### src/rtl/uart_ram_ctrl.sv
// uart_ram_ctrl: byte-command sequencer moving write/read bursts between uart_rx, a byte RAM and uart_tx
module uart_ram_ctrl #(
  parameter int ADDR_W = 8,
  parameter int TIMEOUT_TICKS = 240,
  parameter logic [7:0] CMD_WR = 8'hA5,
  parameter logic [7:0] CMD_RD = 8'h5A
) (
  input  logic              sys_clk,
  input  logic              rst,
  input  logic              bps_clk_up,
  input  logic [7:0]        rx_data_i,
  input  logic              rx_bits_ok,
  output logic              ram_we,
  output logic [ADDR_W-1:0] ram_addr,
  output logic [7:0]        ram_wdata,
  input  logic [7:0]        ram_rdata,
  output logic              tx_start,
  output logic [7:0]        tx_data_o,
  input  logic              tx_busy,
  output logic              busy,
  output logic              err_o
);
  localparam int TW = $clog2(TIMEOUT_TICKS + 1);
  typedef enum logic [2:0] {IDLE, GET_ADDR, GET_LEN, WR_DATA, RD_REQ, RD_WAIT, TX_LOAD, TX_WAIT} state_t;
  state_t state, state_n;
  logic op_rd, tx_first, timed, tmo, tx_done;
  logic [ADDR_W-1:0] addr;
  logic [7:0] len;
  logic [TW-1:0] tcnt;
  assign busy = state != IDLE;
  always_comb begin
    timed = state inside {GET_ADDR, GET_LEN, WR_DATA};
    tmo = timed && bps_clk_up && !rx_bits_ok && tcnt == TW'(TIMEOUT_TICKS - 1);
    tx_done = state == TX_WAIT && !tx_first && !tx_busy;
    state_n = state;
    if (tmo) state_n = IDLE;
    else
      case (state)
        IDLE:     state_n = rx_bits_ok && (rx_data_i == CMD_WR || rx_data_i == CMD_RD) ? GET_ADDR : IDLE;
        GET_ADDR: state_n = rx_bits_ok ? GET_LEN : GET_ADDR;
        GET_LEN:  state_n = !rx_bits_ok ? GET_LEN : rx_data_i == 8'd0 ? IDLE : op_rd ? RD_REQ : WR_DATA;
        WR_DATA:  state_n = rx_bits_ok && len == 8'd1 ? IDLE : WR_DATA;
        RD_REQ:   state_n = RD_WAIT;
        RD_WAIT:  state_n = TX_LOAD;
        TX_LOAD:  state_n = tx_busy ? TX_LOAD : TX_WAIT;
        TX_WAIT:  state_n = !tx_done ? TX_WAIT : len == 8'd1 ? IDLE : RD_REQ;
        default:  state_n = IDLE;
      endcase
  end
  always_ff @(posedge sys_clk) begin
    if (rst) begin
      state <= IDLE;
      ram_we <= 1'b0;
      tx_start <= 1'b0;
      err_o <= 1'b0;
      ram_addr <= '0;
      ram_wdata <= '0;
      tx_data_o <= '0;
      addr <= '0;
      len <= '0;
      tcnt <= '0;
      op_rd <= 1'b0;
      tx_first <= 1'b0;
    end else begin
      state <= state_n;
      ram_we <= state == WR_DATA && rx_bits_ok;
      tx_start <= state == TX_LOAD && !tx_busy;
      err_o <= tmo;
      tx_first <= state == TX_LOAD;
      tcnt <= (!timed || rx_bits_ok || state_n != state) ? '0 : tcnt + TW'(bps_clk_up);
      if (state == IDLE && rx_bits_ok) op_rd <= rx_data_i == CMD_RD;
      if (state == GET_ADDR && rx_bits_ok) addr <= rx_data_i[ADDR_W-1:0];
      // RAM address is registered ahead of RD_REQ so read data lands during RD_WAIT
      if (state == GET_LEN && rx_bits_ok) begin
        len <= rx_data_i;
        ram_addr <= addr;
      end
      if (state == WR_DATA && rx_bits_ok) begin
        ram_addr <= addr;
        ram_wdata <= rx_data_i;
        addr <= addr + 1'b1;
        len <= len - 8'd1;
      end
      if (state == RD_WAIT) tx_data_o <= ram_rdata;
      if (tx_done) begin
        addr <= addr + 1'b1;
        ram_addr <= addr + 1'b1;
        len <= len - 8'd1;
      end
    end
  end
endmodule

### config.mk
export PLATFORM = sky130hd
export DESIGN_NAME = uart_ram_ctrl
export DESIGN_NICKNAME = d
export VERILOG_FILES = /design/src/rtl/uart_ram_ctrl.sv
export SDC_FILE = /design/constraint.sdc
export NUM_CORES = 1
export LEC_CHECK = 0
export CAP_MARGIN = 40
export CORE_UTILIZATION = 50
export CTS_BUF_LIST = sky130_fd_sc_hd__clkbuf_16
export CTS_CLUSTER_SIZE = 40
export DETAILED_ROUTE_END_ITERATION = 10
export DONT_BUFFER_PORTS = 1
export GPL_TIMING_DRIVEN = 0
export PLACE_DENSITY = 0.68
export REMOVE_ABC_BUFFERS = 1
export SLEW_MARGIN = 20
export SYNTH_ARGS = -nofsm -noshare
export SYNTH_HDL_FRONTEND = slang
export SYNTH_SLANG_ARGS = --single-unit
export TNS_END_PERCENT = 5
### constraint.sdc
create_clock -name sys_clk -period 2.6 [get_ports sys_clk]
set_input_delay 0.26 -clock sys_clk [delete_from_list [all_inputs] [get_ports sys_clk]]
set_output_delay 0.26 -clock sys_clk [all_outputs]
set_load 0.05 [all_outputs]
# Word-level counts from Yosys, hierarchy flattened
# Cells that the tools add are included.
dict set report word_totals {
  ff_bits 56
  out_inout_bits 28
}
dict set report classes {
  addsub 3
  eq_ne 12
  n_mux 20
  n_reduce_logical 26
}
# cell n
set op_table {}
lappend op_table {{$mux W8} 9}
lappend op_table {{$pmux W3 S8} 1}
lappend op_table {{$mux W3} 6}
lappend op_table {{$eq A8 B8 Y1 const B} 2}
lappend op_table {{$eq A3 B3 Y1 const B} 4}
lappend op_table {{$logic_and A1 B1 Y1} 12}
lappend op_table {{$reduce_bool A3 Y1} 4}
lappend op_table {{$add A8 B1 Y8} 1}
lappend op_table {{$add A8 B1 Y8 const B} 1}
lappend op_table {{$eq A8 B1 Y1 const B} 1}
lappend op_table {{$eq A8 B7 Y1 const B} 1}
lappend op_table {{$logic_not A8 Y1} 1}
lappend op_table {{$sub A8 B1 Y8 const B} 1}
lappend op_table {{$eq A3 B2 Y1 const B} 2}
lappend op_table {{$logic_not A1 Y1} 4}
lappend op_table {{$mux W2} 2}
lappend op_table {{$eq A3 B1 Y1 const B} 1}
lappend op_table {{$logic_not A3 Y1} 1}
lappend op_table {{$logic_or A1 B1 Y1} 3}
lappend op_table {{$ne A3 B3 Y1} 1}
lappend op_table {{$mux W1} 2}
lappend op_table {{$reduce_or A2 Y1} 1}

# Longest topological paths before layout
# Gate-level depths: netlist of run 1.
dict set report logic_depth {
  word_depth 9
  ltp_mapped 9
  ltp_nobuf 7
}

# Least setup slack after synthesis of run 1
# Ideal clock, no wire load.
dict set report synth_path {
  path_type {register to register}
  startpoint {register tcnt[5]}
  endpoint {register tcnt[2]}
  t_arrival_ns 1.911
  required_time_ns 2.530
  slack_ns 0.619
  path_stages_with_launch 8
  path_cell_list {dfxtp_1 > nand2_1 > or4b_4 > o41ai_4 > a21oi_2 > or3_1 > buf_6 > a21oi_1}
}
dict set report synth_via {
  elab_chain_cells 6
}
# item line_no
set synth_rtl {}
lappend synth_rtl {{start: declaration} 29} ;# logic [TW-1:0] tcnt;
lappend synth_rtl {{start signal: assignment} 70} ;# tcnt <= (!timed || rx_bits_ok || state_n != state) ? '0 : tcnt + TW'(bps_clk_up);
lappend synth_rtl {{$eq A8 B8 Y1} 33} ;# tmo = timed && bps_clk_up && !rx_bits_ok && tcnt == TW'(TIMEOUT_TICKS - 1);
lappend synth_rtl {{$logic_and A1 B1 Y1} 33}
lappend synth_rtl {{$mux W3} 36} ;# if (tmo) state_n = IDLE;
lappend synth_rtl {{$ne A3 B3 Y1} 70}
lappend synth_rtl {{$logic_or A1 B1 Y1} 70}
lappend synth_rtl {{$reduce_or A2 Y1 (no source line)} --}
# No other way between the ends.
# A chain may end at the register's enable or synchronous reset.

# Worst setup path after layout of run 1
dict set report layout_path {
  startpoint {register state[2]}
  endpoint {register len[3]}
}
dict set report layout_via {
  elab_chain_cells 4
  elab_cells_between_ends 10
  cone_classes {3 x eq/ne; 2 x mux; 5 x reduce/logical}
}
# item line_no
set layout_rtl {}
lappend layout_rtl {{start: declaration} 25} ;# state_t state, state_n;
lappend layout_rtl {{start signal: assignment} 65} ;# state <= state_n;
lappend layout_rtl {{$eq A3 B2 Y1 or $eq A3 B3 Y1 (tied branches)} {78, 34}}
lappend layout_rtl {{$logic_and A1 B1 Y1 (on tied branches)} {78, 34}}
lappend layout_rtl {{$mux W8 or $logic_and A1 B1 Y1 (tied branches)} {78, 34}}
lappend layout_rtl {{$mux W8 or $reduce_bool A3 Y1 (tied branches)} --}
lappend layout_rtl {{end signal: assignment} 75} ;# len <= rx_data_i;
lappend layout_rtl {{end signal: assignment} 82} ;# len <= len - 8'd1;
lappend layout_rtl {{end signal: assignment} 88} ;# len <= len - 8'd1;
lappend layout_rtl {{end: declaration} 28} ;# logic [7:0] len;
# Several ways; a longest one is shown, not always the timed one.

==> flow_summary.toml, run 1 <==
[status]
status = "finished, final reports clean"

[setup_path]
critPathArrivalTime_ns = 2.53
path_max_fanout = 23
cpLargestDelayFamily = "simple AND/OR/NAND/NOR gates"
crit_type = "flip-flop to flip-flop"
path_cells = "or3b_2 > a21o_1 > nand2_4 > o21ai_0 > a222oi_1 > nor2_1"
critPathSlowestCell = "dfxtp_2"
rr_worst_depth = 6
startpoint_type = "flip-flop"
cp.required_ns = 2.78
path_buf_inv = 0
slowest_delay_ns = 0.57
endpoint_kind = "flip-flop"
crit_cells = 6

[synthesis]
yosys_register_bits = 56
synthArstFlopShare_pct = 0
muxShareOfSynthArea_pct = 0.735
synth_ff_type = "dfxtp_1"
synth_top_family_by_area = "simple AND/OR/NAND/NOR gates"
synth-adder-area-share_pct = 2.30
syn_area_um2 = 2720
synth_area_leaders = "dfxtp_1 41%, a21oi_1 7.0%, nand2_1 6.3%"
syn-instance-count = 341
synth_warnings = 0
synth_xor_area_share_pct = 4.18
seq_area_frac_synth_pct = 41.2
yosysTopAreaCell = "dfxtp_1"
synth.distinct_cells = 43
synth-compound-area-share_pct = 18.2
synth-simple-area-share_pct = 28.7
synth_top_area_share_pct = 41.2
syn_avg_cell_area_um2 = 7.98
synth_edf_count = 0

[sta]
finalSetupTns_ns = 0
rsz0062_at_grt = "false"
tightest_slew_ns = 0.769
setup_viol = 0
period_minus_slack_ns = 2.35
slew-limit-headroom_pct = 48.2
skew_ns = 0.00586
hold_viol = 0
maxSlewViolCount = 0
max_freq_ghz = 0.425
finalCritPeriodShare_pct = 90.5

[power_and_ir_drop]
p_seq_share_pct = 56.8
p_leak_nw = 0.943
power_mw = 1.51
power_switching_mw = 0.297
power.density_nw_per_um2 = 529
p_int_mw = 1.21
ir_worst_vdd_v = 0.000342
clkPwrFrac_pct = 42.6
comb_power_share_pct = 0.6
swShare_pct = 19.7

[die]
core_area_um2 = 5170
floorplan.initialDensity_pct = 52.6
io-pin-count = 49
die_h_um = 75.8
dieWidth_um = 75.8
die_area_um2 = 5740
std_cell_rows = 26

[cells_and_area]
finish.utilization_pct = 55.2
layout_commonest_cell = "dfxtp_1"
areaGrowthSynthToFinish_pct = 4.87
n_fill_cell = 491
final_nets = 357
drive_gt1_share_pct = 5.42
antenna_cells = 0
final_cell_mix = "55 x dfxtp_1, 45 x nand2_1, 41 x nor2_1, 38 x a21oi_1, 29 x nand3_1"

[clock_network]
h-tree-depth = 2
root_buffer = "clkbuf_16"
holdBufCountCts = 0
numCtsBuffers = 5
cts_buffer_depth = 2
postCtsSetupBuffers = 0
cts_tree = "built"
clock_latency_ns = 0.29
cts_sinks = 56
cts.clk_slew.worst_paths_ns = 0.07

[route]
drtIter0Drc = 124
vias = 2358
drt_drc_violations_left = 0
drt-vias-per-instance = 5.87
antenna_left = 0
wl_per_cell_um = 15.4
routed_wl_um = 6210
detail_route.first_pass.iterations = 4

[global_routing]
grt_use_total_pct = 22.5
grt_pass1_vias = 2144
grt_max_degree = 48
grt_first_pass_wirelength_um = 9880
antenna_found_initial = 0
grt_overflow_total = 0

[flow_run]
maxCapViolCount = 0

[place]
gp_congestion = 0.878
portBuffers = 0
dpl.hpwl_um = 4250

[hold_path]
hp-class = "primary input to flip-flop"
whs_path_depth = 1
[metrics by stage]
| stage | cell area [um^2] | setup slack, ns | hold WS (ns) | instances |
|---|---|---|---|---|
| final | 2860 | 0.247 | 0.0319 | 402 |
| after global routing | 2860 | 0.0324 | 0.0267 | 402 |
| after CTS | 2850 | 0.121 | 0.0296 | 402 |
| after detailed placement | 2710 | -0.329 | 0.336 | 394 |
| after floorplan | 2610 | 0.116 | 0.329 | 323 |
| after global placement | 2700 | -0.420 | 0.333 | 393 |
[power groups by stage]
stage | clock network, mW | logic [mW] | registers (mW)
2_1_floorplan | 0 | 0.00727 | 0.877
3_3_place_gp | 0 | 0.00825 | 0.877
3_5_place_dp | 0 | 0.00832 | 0.877
4_1_cts | 0.661 | 0.00833 | 0.857
5_1_grt | 0.687 | 0.00923 | 0.857
6_report | 0.643 | 0.00833 | 0.858
[timing repair]
action / 4_1_cts / 5_1_grt
setup endpoints to repair: 11 / 7
cloned: 0 / 0
endpoints found under the hold margin: 0 / 0
resized for setup: 2 / 2
[sequential cells by signal, summed over array words and instances, names as in the netlist]
register   cells
tx_data_o      8
tx_start       1
addr           8
ram_we         1
err_o          1
state          3
op_rd          1
ram_addr       8
len            8
tx_first       1
tcnt           8
ram_wdata      8
[path summary, 6_finish.rpt]
kind                  from       end  slack (ns)
setup reg to reg  state[2]    len[3]        0.25
hold / removal         rst   addr[4]        0.03
setup / recovery  state[2]    len[3]        0.25
hold reg to reg      op_rd  state[2]        0.50
[Yosys cell counts (3+ instances only)]
cell,instances
nor2_1,41
nor2b_1,4
dfxtp_1,56
xor2_1,6
a221oi_1,5
nand2b_1,3
a21oi_1,38
ha_1,5
nand3_1,29
a211oi_1,12
nor3b_1,3
nor4_1,4
inv_1,4
nor3_1,14
xnor2_1,7
o21ai_0,12
clkbuf_8,3
and2_1,3
a31oi_1,3
and3_1,6
clkbuf_1,12
nand2_1,46
[worst reg2reg max path, stage by stage (launching register included)]
cell	delay (ns)
dfxtp_2	0.57
or3b_2	0.52
a21o_1	0.41
nand2_4	0.31
o21ai_0	0.13
a222oi_1	0.23
nor2_1	0.06
[kinds of logic after synthesis]
group           count (synthesis)
xor+xnor                       13
flops                          56
simple gates                  164
mux                             2
compound gates                 79
buf+inv                        22
fa+ha+maj                       5
[final cells by class]
type,count,area (um^2),area share (%)
clock buffers,5,125,4.38
clock inverters,3,13.8,0.482
inverters,4,15.0,0.526
multi-input cells,263,1480,52.0
flip-flops and latches,56,1120,39.3
well taps,70,87.6,3.07
repair buffers,1,7.51,0.263
[metal layers]
| metal | up-vias | routed length, um | track usage [%] |
|---|---|---|---|
| li1 | 1186 | - | - |
| met1 | 1091 | 2770 | 28.1 |
| met2 | 71 | 2910 | 38.6 |
| met3 | 10 | 442 | 5.69 |
| met4 | 0 | 82 | 5.76 |
| met5 | - | 0 | 0 |
No activity file was read; power rests on OpenSTA's default activity.
==> run 2, diff against run 1 <==
--- a/config.mk
+++ b/config.mk
@@ -6,6 +6,7 @@
 export NUM_CORES = 1
 export LEC_CHECK = 0
 export CAP_MARGIN = 40
+export CORE_ASPECT_RATIO = 1.75
 export CORE_UTILIZATION = 50
 export CTS_BUF_LIST = sky130_fd_sc_hd__clkbuf_16
 export CTS_CLUSTER_SIZE = 40
@@ -13,7 +14,6 @@
 export DONT_BUFFER_PORTS = 1
 export GPL_TIMING_DRIVEN = 0
 export PLACE_DENSITY = 0.68
-export REMOVE_ABC_BUFFERS = 1
 export SLEW_MARGIN = 20
 export SYNTH_ARGS = -nofsm -noshare
 export SYNTH_HDL_FRONTEND = slang
==> run 2 against run 1 <==
Against the previous run: the run now ends with DRC left; clock skew is 0.00070 ns lower; utilization is 0.73 points higher; fmax is 1.9% higher; final cell count is 0.50% higher; sequential share of layout area is 1.2 points lower; first-iteration DRC count is 15% higher; cell area is 2.9% higher; worst hold slack worse by 0.0011 ns; routed wire length is 11% higher; total power is 3.2% higher; die area is 0.20% higher; critical path type unchanged; largest cell class unchanged; largest power group unchanged.
==> flow_summary.toml, run 2 (synthesized netlist as in run 1, its figures left out) <==
[status]
status = "finished with violations"
violations = "DRC"

[sta]
period_minus_slack_ns = 2.31
finalWorstSetupSlack_ns = 0.291
setup_viol = 0
finalSetupTns_ns = 0
max_freq_ghz = 0.433
hold_viol = 0
finalCritPeriodShare_pct = 88.8
skew_ns = 0.00515
slew-limit-headroom_pct = 48.0
rsz0062_at_grt = "false"
maxSlewViolCount = 0
holdWs_ns = 0.0308
tightest_slew_ns = 0.773

[power_and_ir_drop]
p_seq_share_pct = 55.0
p_int_mw = 1.22
comb_power_share_pct = 1.5
power_switching_mw = 0.335
clkPwrFrac_pct = 43.4
power.density_nw_per_um2 = 530
ir_worst_vdd_v = 0.000376
power_mw = 1.56
p_leak_nw = 0.990
swShare_pct = 21.5

[setup_path]
path_max_fanout = 7
reg2reg_from = "state[2]"
critPathSlowestCell = "or3b_2"
r2r_end = "addr[3]"
reg2reg_slack_ns = 0.29
path_cells = "or3b_2 > a21oi_1 > or2_2 > clkbuf_1 > o21ai_0 > a221oi_1 > nor2_1"
slowest_delay_ns = 0.49
endpoint_kind = "flip-flop"
startpoint_type = "flip-flop"
crit_type = "flip-flop to flip-flop"
cp.required_ns = 2.76
critPathArrivalTime_ns = 2.47
rr_worst_depth = 7

[hold_path]
hold_end = "tx_start"
whs_path_depth = 1
worstHoldStart = "tx_busy"
hp-class = "primary input to flip-flop"

[global_routing]
grt_pass1_vias = 2252
grt_max_degree = 19
grt_use_total_pct = 24.4
grt_overflow_total = 0
antenna_found_initial = 0
grt_first_pass_wirelength_um = 10800

[die]
io-pin-count = 49
core_area_um2 = 5260
std_cell_rows = 35
die_h_um = 99.6
die_area_um2 = 5760
floorplan.initialDensity_pct = 51.8
dieWidth_um = 57.8

[clock_network]
cts.clk_slew.worst_paths_ns = 0.07
numCtsBuffers = 5
postCtsSetupBuffers = 0
h-tree-depth = 2
clock_latency_ns = 0.29
root_buffer = "clkbuf_16"
cts_buffer_depth = 2
cts_tree = "built"
cts_sinks = 56

[cells_and_area]
multi_input_area_um2 = 1470
drive_gt1_share_pct = 6.30
final_cell_mix = "56 x dfxtp_1, 46 x nand2_1, 41 x nor2_1, 38 x a21oi_1, 29 x nand3_1"
areaGrowthSynthToFinish_pct = 7.95
final_nets = 374
antenna_cells = 0
regArea_um2 = 1120
n_fill_cell = 514
finalInstanceArea_um2 = 2940
layout_commonest_cell = "dfxtp_1"

[route]
drtIter0Drc = 143
routed_wl_um = 6880
drt-vias-per-instance = 6.04
detail_route.first_pass.iterations = 7
antenna_left = 0
drt_drc_violations_left = 2
vias = 2441
wl_per_cell_um = 17.0

[place]
portBuffers = 0
dpl.hpwl_um = 5110
gp_congestion = 0.840
placed_area_um2 = 2790
dp_worst_setup_slack_ns = 0.185

[synthesis]
syn_nets = 367

[flow_run]
maxCapViolCount = 0
## run 2: worst max-delay path by stage
stage | startpoint | to | depth (start not counted)
4_1_cts | state[0] | addr[3] | 9
5_1_grt | state[2] | addr[5] | 7
3_5_place_dp | state[0] | addr[3] | 9
3_3_place_gp | state[0] | addr[3] | 9
2_1_floorplan | tcnt[5] | tcnt[2] | 7
6_report | state[2] | addr[3] | 7
## run 2: repair_timing
action                     4_1_cts  5_1_grt
gates resized for setup          0        2
hold endpoints to repair         0        0
setup endpoints to repair        0        4
hold buffers                     0        0
## run 2: power groups by stage
| stage | Sequential [mW] | Clock, mW | Combinational, mW |
|---|---|---|---|
| 5_1_grt | 0.857 | 0.718 | 0.0262 |
| 6_report | 0.857 | 0.676 | 0.0239 |
| 2_1_floorplan | 0.877 | 0 | 0.0168 |
| 3_5_place_dp | 0.877 | 0 | 0.0239 |
| 3_3_place_gp | 0.877 | 0 | 0.0238 |
| 4_1_cts | 0.857 | 0.687 | 0.0240 |
## run 2: cell type report
class,instances,area share [%]
Clock buffer,5,4.26
Tap cell,55,2.34
Inverter,4,0.511
Buffer,18,3.87
Sequential cell,56,38.1
Clock inverter,3,0.724
Multi-Input combinational cell,263,50.1
## run 2: worst max-delay path: cells and delay by family, from the launching register on
kind,cells,cell delay (ns)
compound gates,3,0.80
simple gates,3,0.75
flops,1,0.39
buf+inv,1,0.23
## run 2: per-layer routing
metal	global-route usage (%)	wire length [um]	up-vias
li1	-	-	1231
met2	45.6	3680	53
met5	0	0	-
met4	10.6	169	0
met1	25.4	2710	1142
met3	4.94	319	15
## run 2: per-stage QoR
stage | cells | util [%]
floorplan | 341 | -
global placement | 396 | 53.1
detailed placement | 396 | 53.1
CTS | 404 | 55.9
global route | 404 | 55.9
finish | 404 | 55.9
==> run 3, diff against run 2 <==
--- a/config.mk
+++ b/config.mk
@@ -7,6 +7,7 @@
 export LEC_CHECK = 0
 export CAP_MARGIN = 40
 export CORE_ASPECT_RATIO = 1.75
+export CORE_MARGIN = 1.5
 export CORE_UTILIZATION = 50
 export CTS_BUF_LIST = sky130_fd_sc_hd__clkbuf_16
 export CTS_CLUSTER_SIZE = 40
==> run 3 against run 2 <==
Against the previous run: the run now ends clean; first-iteration DRC count fell by 27%; sequential power hardly changed; total power is 0.21% higher; combinational power hardly changed; utilization did not move; critical endpoint is now addr[7]; largest cell class unchanged; critical path depth unchanged; die area is 2.8% higher; cell area stayed put; fmax shrank 1.9%; non-clock buffer count did not move.
==> flow_summary.toml, run 3 (synthesized netlist as in run 1, its figures left out) <==
[power_and_ir_drop]
comb_power_share_pct = 1.5
p_leak_nw = 0.990
p_seq_share_pct = 54.9
clkPwrFrac_pct = 43.6
swShare_pct = 21.7
power.density_nw_per_um2 = 531
ir_worst_vdd_v = 0.000401
p_int_mw = 1.22
power_switching_mw = 0.339

[route]
drt_drc_violations_left = 0
routed_wl_um = 6900
detail_route.first_pass.iterations = 4
drtIter0Drc = 105
antenna_left = 0
drt-vias-per-instance = 6.20
vias = 2506
wl_per_cell_um = 17.1

[sta]
max_freq_ghz = 0.425
slew-limit-headroom_pct = 47.2
period_minus_slack_ns = 2.35
tightest_slew_ns = 0.784
hold_viol = 0
finalCritPeriodShare_pct = 90.5
rsz0062_at_grt = "false"
finalSetupTns_ns = 0
skew_ns = 0.00380
finalWorstSetupSlack_ns = 0.247
setup_viol = 0
maxSlewViolCount = 0

[clock_network]
cts_tree = "built"
root_buffer = "clkbuf_16"
cts.clk_slew.worst_paths_ns = 0.07
cts_sinks = 56
holdBufCountCts = 0
numCtsBuffers = 5
cts_buffer_depth = 2
clock_latency_ns = 0.29
h-tree-depth = 2

[die]
core_area_um2 = 5260
dieWidth_um = 58.8
io-pin-count = 49
std_cell_rows = 35
die_area_um2 = 5910
floorplan.initialDensity_pct = 51.8
die_h_um = 101

[place]
dp_worst_setup_slack_ns = 0.182
placed_cells = 396
dpl.hpwl_um = 5190
gp_congestion = 0.832
portBuffers = 0
placed_area_um2 = 2790

[global_routing]
gr-usage-met3_pct = 5.39
grt_pass1_vias = 2316
grt_use_total_pct = 24.2
grt_first_pass_wirelength_um = 11100
grtUsageMet1_pct = 26.5
antenna_found_initial = 0
grt-busiest-layer = "met2"
grt_max_degree = 19
grt_overflow_total = 0
grtUsageMet2_pct = 43.1

[setup_path]
critPathSlowestCell = "or3b_2"
crit_type = "flip-flop to flip-flop"
startpoint_type = "flip-flop"
path_cells = "or3b_2 > a21oi_1 > or2_2 > clkbuf_1 > o21ai_0 > a221oi_1 > nor2_1"
cp.required_ns = 2.76
cpLargestDelayFamily = "compound AO/OA/AOI/OAI gates"
path_max_fanout = 7
endpoint_kind = "flip-flop"
critPathArrivalTime_ns = 2.52
path_buf_inv = 1
slowest_delay_ns = 0.50

[cells_and_area]
antenna_cells = 0
layout.cells.non_filler = 404
final_cell_mix = "56 x dfxtp_1, 46 x nand2_1, 41 x nor2_1, 38 x a21oi_1, 29 x nand3_1"
drive_gt1_share_pct = 6.30
areaGrowthSynthToFinish_pct = 7.95
finish.utilization_pct = 55.9
layout_commonest_cell = "dfxtp_1"
finalInstanceArea_um2 = 2940
final_nets = 374

[hold_path]
hp-class = "primary input to flip-flop"

[synthesis]
syn_nets = 367

[status]
status = "finished, final reports clean"

[flow_run]
maxCapViolCount = 0
==> run 3: worst paths after layout <==
path	startpoint	slack, ns	to	cells after the start
worst max-delay path	state[2]	0.25	addr[7]	7
worst min-delay path	tx_busy	0.03	tx_start	1
worst max register to register	state[2]	0.25	addr[7]	7
worst min register to register	op_rd	0.52	state[2]	2
==> run 3: cell type report <==
class | instances | area [um^2]
well taps | 55 | 68.8
plain buffers | 18 | 114
clock inverters | 3 | 21.3
multi-input cells | 263 | 1470
fillers | 510 | 2320
clock buffers | 5 | 125
inverters | 4 | 15.0
flip-flops and latches | 56 | 1120
==> run 3: repair_timing <==
action	4_1_cts	5_1_grt
buffers inserted	0	0
setup endpoints to repair	0	5
gates resized for setup	0	2
==> run 3: power groups by stage <==
stage               sequential, mW  combinational, mW  clock (mW)
floorplan                    0.877             0.0168           0
global placement             0.877             0.0239           0
detailed placement           0.877             0.0238           0
CTS                          0.857             0.0239       0.692
global route                 0.857             0.0264       0.728
finish                       0.857             0.0239       0.680
==> run 3: through the flow <==
step	power, mW	hold WS [ns]
global route	1.61	0.0183
floorplan	0.894	0.332
finish	1.56	0.0262
detailed placement	0.901	0.337
CTS	1.57	0.0243
global placement	0.901	0.337
==> run 3: routing by layer <==
| layer | vias up | share of wire, % |
|---|---|---|
| met5 | - | 0 |
| met4 | 0 | 2.2 |
| met3 | 13 | 5.6 |
| met2 | 67 | 54 |
| met1 | 1201 | 38 |
| li1 | 1225 | - |
